==> src/rtl/ss_display_ultra.sv <==
// Eight-digit multiplexed seven-segment driver with an independent programmable clock divider.
// All outputs are registered; reset is synchronous and active-low.
module ss_display_ultra #(
  parameter int SCAN_DIV = 100000,
  parameter int DP_DIGIT = 0
) (
  input  logic        clk,
  input  logic        rst_n,
  input  logic [27:0] divisor,
  output logic        o_clk,
  input  logic [31:0] data_BCD,
  input  logic        DP,
  output logic [7:0]  light_code,
  output logic [6:0]  decode,
  output logic        DP_out
);

  localparam int SW = (SCAN_DIV > 1) ? $clog2(SCAN_DIV) : 1;
  localparam logic [SW-1:0] SCAN_LAST = SW'(SCAN_DIV - 1);

  logic [27:0] r_dcnt;
  logic        r_o_clk;
  logic [SW-1:0] r_scnt;
  logic [2:0]  r_idx;
  logic [7:0]  r_light;
  logic [6:0]  r_decode;
  logic        r_dp_out;

  logic        w_div_short;
  logic [27:0] w_div_m1;
  logic [27:0] w_dcnt_nxt;
  logic        w_o_clk_nxt;
  logic [3:0]  w_nibble;
  logic [6:0]  w_seg;

  // Divider: compare against the live divisor so a shrinking divisor wraps at once.
  assign w_div_short = (divisor < 28'd2);
  assign w_div_m1    = divisor - 28'd1;

  always_comb begin
    w_dcnt_nxt  = 28'd0;
    w_o_clk_nxt = 1'b0;
    if (!w_div_short) begin
      w_dcnt_nxt  = (r_dcnt >= w_div_m1) ? 28'd0 : r_dcnt + 28'd1;
      w_o_clk_nxt = (w_dcnt_nxt >= (divisor >> 1));
    end
  end

  always_ff @(posedge clk) begin
    if (!rst_n) begin
      r_dcnt  <= 28'd0;
      r_o_clk <= 1'b0;
    end else begin
      r_dcnt  <= w_dcnt_nxt;
      r_o_clk <= w_o_clk_nxt;
    end
  end

  always_ff @(posedge clk) begin
    if (!rst_n) begin
      r_scnt <= '0;
      r_idx  <= 3'd0;
    end else if (r_scnt == SCAN_LAST) begin
      r_scnt <= '0;
      r_idx  <= r_idx + 3'd1;
    end else begin
      r_scnt <= r_scnt + 1'b1;
    end
  end

  assign w_nibble = data_BCD[{r_idx, 2'b00} +: 4];

  // Active-low {g,f,e,d,c,b,a}; A shows a dash, B-F are blank.
  always_comb begin
    w_seg = 7'h7F;
    case (w_nibble)
      4'h0: w_seg = 7'h40;
      4'h1: w_seg = 7'h79;
      4'h2: w_seg = 7'h24;
      4'h3: w_seg = 7'h30;
      4'h4: w_seg = 7'h19;
      4'h5: w_seg = 7'h12;
      4'h6: w_seg = 7'h02;
      4'h7: w_seg = 7'h78;
      4'h8: w_seg = 7'h00;
      4'h9: w_seg = 7'h10;
      4'hA: w_seg = 7'h3F;
      default: w_seg = 7'h7F;
    endcase
  end

  always_ff @(posedge clk) begin
    if (!rst_n) begin
      r_light  <= 8'hFF;
      r_decode <= 7'h7F;
      r_dp_out <= 1'b1;
    end else begin
      r_light  <= ~(8'd1 << r_idx);
      r_decode <= w_seg;
      r_dp_out <= ~(DP && (r_idx == 3'(DP_DIGIT)));
    end
  end

  assign o_clk      = r_o_clk;
  assign light_code = r_light;
  assign decode     = r_decode;
  assign DP_out     = r_dp_out;

endmodule

==> config.mk <==
export PLATFORM = sky130hd
export DESIGN_NAME = ss_display_ultra
export DESIGN_NICKNAME = d
export VERILOG_FILES = /design/src/rtl/ss_display_ultra.sv
export SDC_FILE = /design/constraint.sdc
export NUM_CORES = 1
export LEC_CHECK = 0
export BUFFER_PORTS_ARGS = -buffer_cell sky130_fd_sc_hd__buf_2
export CAP_MARGIN = 40
export CORE_MARGIN = 2
export CORE_UTILIZATION = 50
export DETAILED_ROUTE_END_ITERATION = 16
export PLACE_DENSITY = 0.72
export SLEW_MARGIN = 30
export SYNTH_ARGS = -nofsm -noshare
export SYNTH_HDL_FRONTEND = slang
export SYNTH_SLANG_ARGS = --single-unit
==> constraint.sdc <==
create_clock -name clk -period 17.8 [get_ports clk]
set_clock_uncertainty 0.05 [all_clocks]
set_input_delay 3.56 -clock clk [delete_from_list [all_inputs] [get_ports clk]]
set_output_delay 3.56 -clock clk [all_outputs]
set_load 0.02 [all_outputs]
==> impl_metrics.csv <==
group,metric,value,unit
critical_path,path_cells,"buf_2, or4_4, nor4_1, nand3_1, nor2_1, nand2_1, xnor2_1, ha_1, nand4_1, or4_1, or4_1, nand2b_1, buf_4, nand2b_1, ha_1, nand2b_1, a211oi_1, o211ai_1, and3_1, o311ai_0, a31oi_1",
clocking,cts-buffers-inserted,9,
critical_path,critPathSlowestCell,"or4_1",
sta,finalCritPeriodShare,51.7,%
power_and_ir_drop,p_per_area,56.6,nW/um2
layout,syn_to_final_growth,13.9,%
sta,min_period,9.20,ns
logic_synthesis,synth_warnings,0,
layout,antenna_cells,0,
clocking,cts.path.max_buffers,2,
power_and_ir_drop,ir_drop,45.0,uV
power_and_ir_drop,power_leakage,2.54,nW
critical_path,endpoint_kind,"flip-flop",
critical_path,critPathBufInv,2,
critical_path,critPathArrivalTime,9.35,ns
clocking,root_buffer,"clkbuf_8",
sta,slew_violations,0,
logic_synthesis,synth.avg_cell_area,8.38,um2
logic_synthesis,syn_nets,714,
route,drc,0,
sta,worst_pin_slew,0.606,ns
sta,fin_ws,8.60,ns
route,antenna_left,0,
route,drtPass1Iterations,4,
critical_path,path_max_fanout,16,
critical_path,path_class,"in -> reg",
clocking,cts.repair.resized,0,
sta,hold_viol,0,
layout,nNetsFinal,793,
die,initial_utilization,50.6,%
clocking,cts_tree,"yes",
global_routing,track_usage,22.9,%
logic_synthesis,ys_ff_latch,65,
logic_synthesis,synth_flop_cell,"dfxtp_1",
sta,setup_viol,0,
global_routing,overflow,0,
critical_path,cp_top_family,"simple AND/OR/NAND/NOR gates",
critical_path,critPathRequiredTime,17.96,ns
die,die_area,10600,um2
global_routing,grt_max_degree,28,
placed_design,portBuffers,79,
route,via_count,4364,
sta,fmax,109,MHz
die,num_rows,36,
placed_design,pre_cts_ws,8.27,ns
clocking,cts_setup_buffers,0,
run_status,status,"completed",
layout,drive_above_1_share,18.5,%
die,die_h,103,um
critical_path,slowest_delay,0.61,ns
sta,fin_tns_setup,0,ns
logic_synthesis,synth_edf_count,0,
placed_design,dp_hpwl,9160,um
route,drt-initial-drc-count,149,
sta,grt_setup_unrepaired,"false",
worst_hold_path,hold_class,"reg -> reg",
route,viasPerCell,5.47,
global_routing,antenna_found_initial,0,
flow_run,max_cap_violations,0,
sta,maxSlewHeadroom,58.5,%
logic_synthesis,yosysSeqAreaShare,26.7,%
logic_synthesis,yosysUniqueCellTypes,54,
route,wl_per_cell,14.2,um
critical_path,reg2reg_from,"r_dcnt[26]",
die,top_level_ports,80,
die,coreArea,9640,um2
critical_path,crit_path_start,"divisor[5]",
critical_path,cp_common_cell,"nand2b_1",
logic_synthesis,syn_inst,582,
placed_design,gp_congestion,0.910,
clocking,worstSkewPairLatency,0.34,ns
layout,fillerInstances,914,
route,wirelength,11400,um
clocking,cts.reportedPaths.clkPinSlew,0.08,ns
clocking,clkSinkCount,65,
logic_synthesis,synth_area,4880,um2
logic_synthesis,async_flop_share,0,%
die,die_w,103,um
critical_path,start_kind,"primary input",
global_routing,grt_pass1_vias,4351,
worst_hold_path,hp-start,"r_scnt[0]",
global_routing,grt_pass1_wl,19200,um
clocking,htreeDepth,3,
clocking,cts-hold-fix-buffers,0,
==> final timing paths <==
kind | depth (start not counted) | to | slack, ns
worst max-delay path | 21 | o_clk | 8.60
worst min-delay path | 1 | r_scnt[0] | 0.43
worst max register to register | 14 | o_clk | 13.41
worst min register to register | 1 | r_scnt[0] | 0.43
==> logic make-up after synthesis <==
logic type	Yosys count	share of synthesized area (%)
multiplexers	14	4.95
AO/OA/AOI/OAI	56	7.47
XOR/XNOR	67	12.0
AND/OR/NAND/NOR	254	26.1
adder cells (fa/ha/maj)	69	17.7
flip-flops	65	26.7
buffers and inverters	57	5.10
==> synthesized netlist by cell type, types with 9 or more instances <==
cell type / number / area (um2)
a21oi_1: 17 / 85.1
and3_1: 12 / 75.1
dfxtp_1: 65 / 1300
ha_1: 69 / 863
inv_1: 43 / 161
nand2_1: 40 / 150
nand3_1: 33 / 165
nand4_1: 19 / 119
nor2_1: 81 / 304
nor2_2: 11 / 68.8
nor3_1: 16 / 80.1
nor4_1: 9 / 56.3
o21ai_0: 13 / 65.1
xnor2_1: 41 / 359
xor2_1: 26 / 228
==> sequential cells by signal, summed over array words and instances (netlist names) <==
signal      flops
r_dcnt         28
r_scnt         17
light_code      8
decode          7
r_idx           3
DP_out          1
o_clk           1
==> layout by cell type (no fill, tap or decap), types with 2 or more instances in the layout <==
cell | netlist | final
a211oi_1 | 6 | 6
a21o_1 | 3 | 3
a21oi_1 | 17 | 17
and2_1 | 4 | 4
and3_1 | 12 | 12
and4_1 | 3 | 3
buf_2 | 3 | 79
clkbuf_8 | 0 | 9
clkinv_2 | 0 | 2
clkinv_4 | 0 | 2
dfxtp_1 | 65 | 65
ha_1 | 69 | 69
inv_1 | 43 | 43
mux2i_1 | 5 | 5
mux4_2 | 8 | 8
nand2_1 | 40 | 40
nand2b_1 | 4 | 4
nand3_1 | 33 | 33
nand4_1 | 19 | 19
nor2_1 | 81 | 81
nor2_2 | 11 | 11
nor2b_1 | 5 | 5
nor3_1 | 16 | 16
nor4_1 | 9 | 9
nor4_2 | 2 | 2
o211ai_1 | 2 | 2
o21a_1 | 4 | 4
o21ai_0 | 13 | 13
or3_1 | 2 | 2
or4_1 | 5 | 5
xnor2_1 | 41 | 41
xor2_1 | 26 | 26
==> per-layer routing <==
layer  track usage (%)  up-vias  routed length, um
met4              7.89        0                285
li1                  -     2182                  -
met2              40.2      140               5560
met1              27.7     2017               4790
met3              4.88       25                724
met5                 0        -                  0
==> cell type report <==
| type | count | area [um2] | share of cell area (%) |
|---|---|---|---|
| multi-input cells | 460 | 3330 | 59.9 |
| flip-flops and latches | 65 | 1300 | 23.4 |
| repair buffers | 81 | 408 | 7.35 |
| well taps | 133 | 166 | 3.00 |
| inverters | 44 | 165 | 2.97 |
| clock buffers | 10 | 128 | 2.30 |
| clock inverters | 5 | 57.6 | 1.04 |
==> where the power goes <==
part           switching (mW)  internal (mW)
sequential            0.00163          0.148
combinational          0.0242         0.0186
clock                  0.0580         0.0639
total                  0.0838          0.230
==> stage by stage <==
step / utilization [%] / hold WS (ns) / instance area, um2 / total power [mW] / cells
2_1_floorplan: - / 0.380 / 4880 / 0.180 / 582
3_3_place_gp: 55.6 / 0.392 / 5360 / 0.194 / 782
3_5_place_dp: 55.6 / 0.411 / 5360 / 0.195 / 782
4_1_cts: 57.6 / 0.429 / 5550 / 0.318 / 797
5_1_grt: 57.6 / 0.457 / 5550 / 0.328 / 798
6_report: 57.6 / 0.426 / 5550 / 0.314 / 798
No activity file was read; power rests on OpenSTA's default activity.
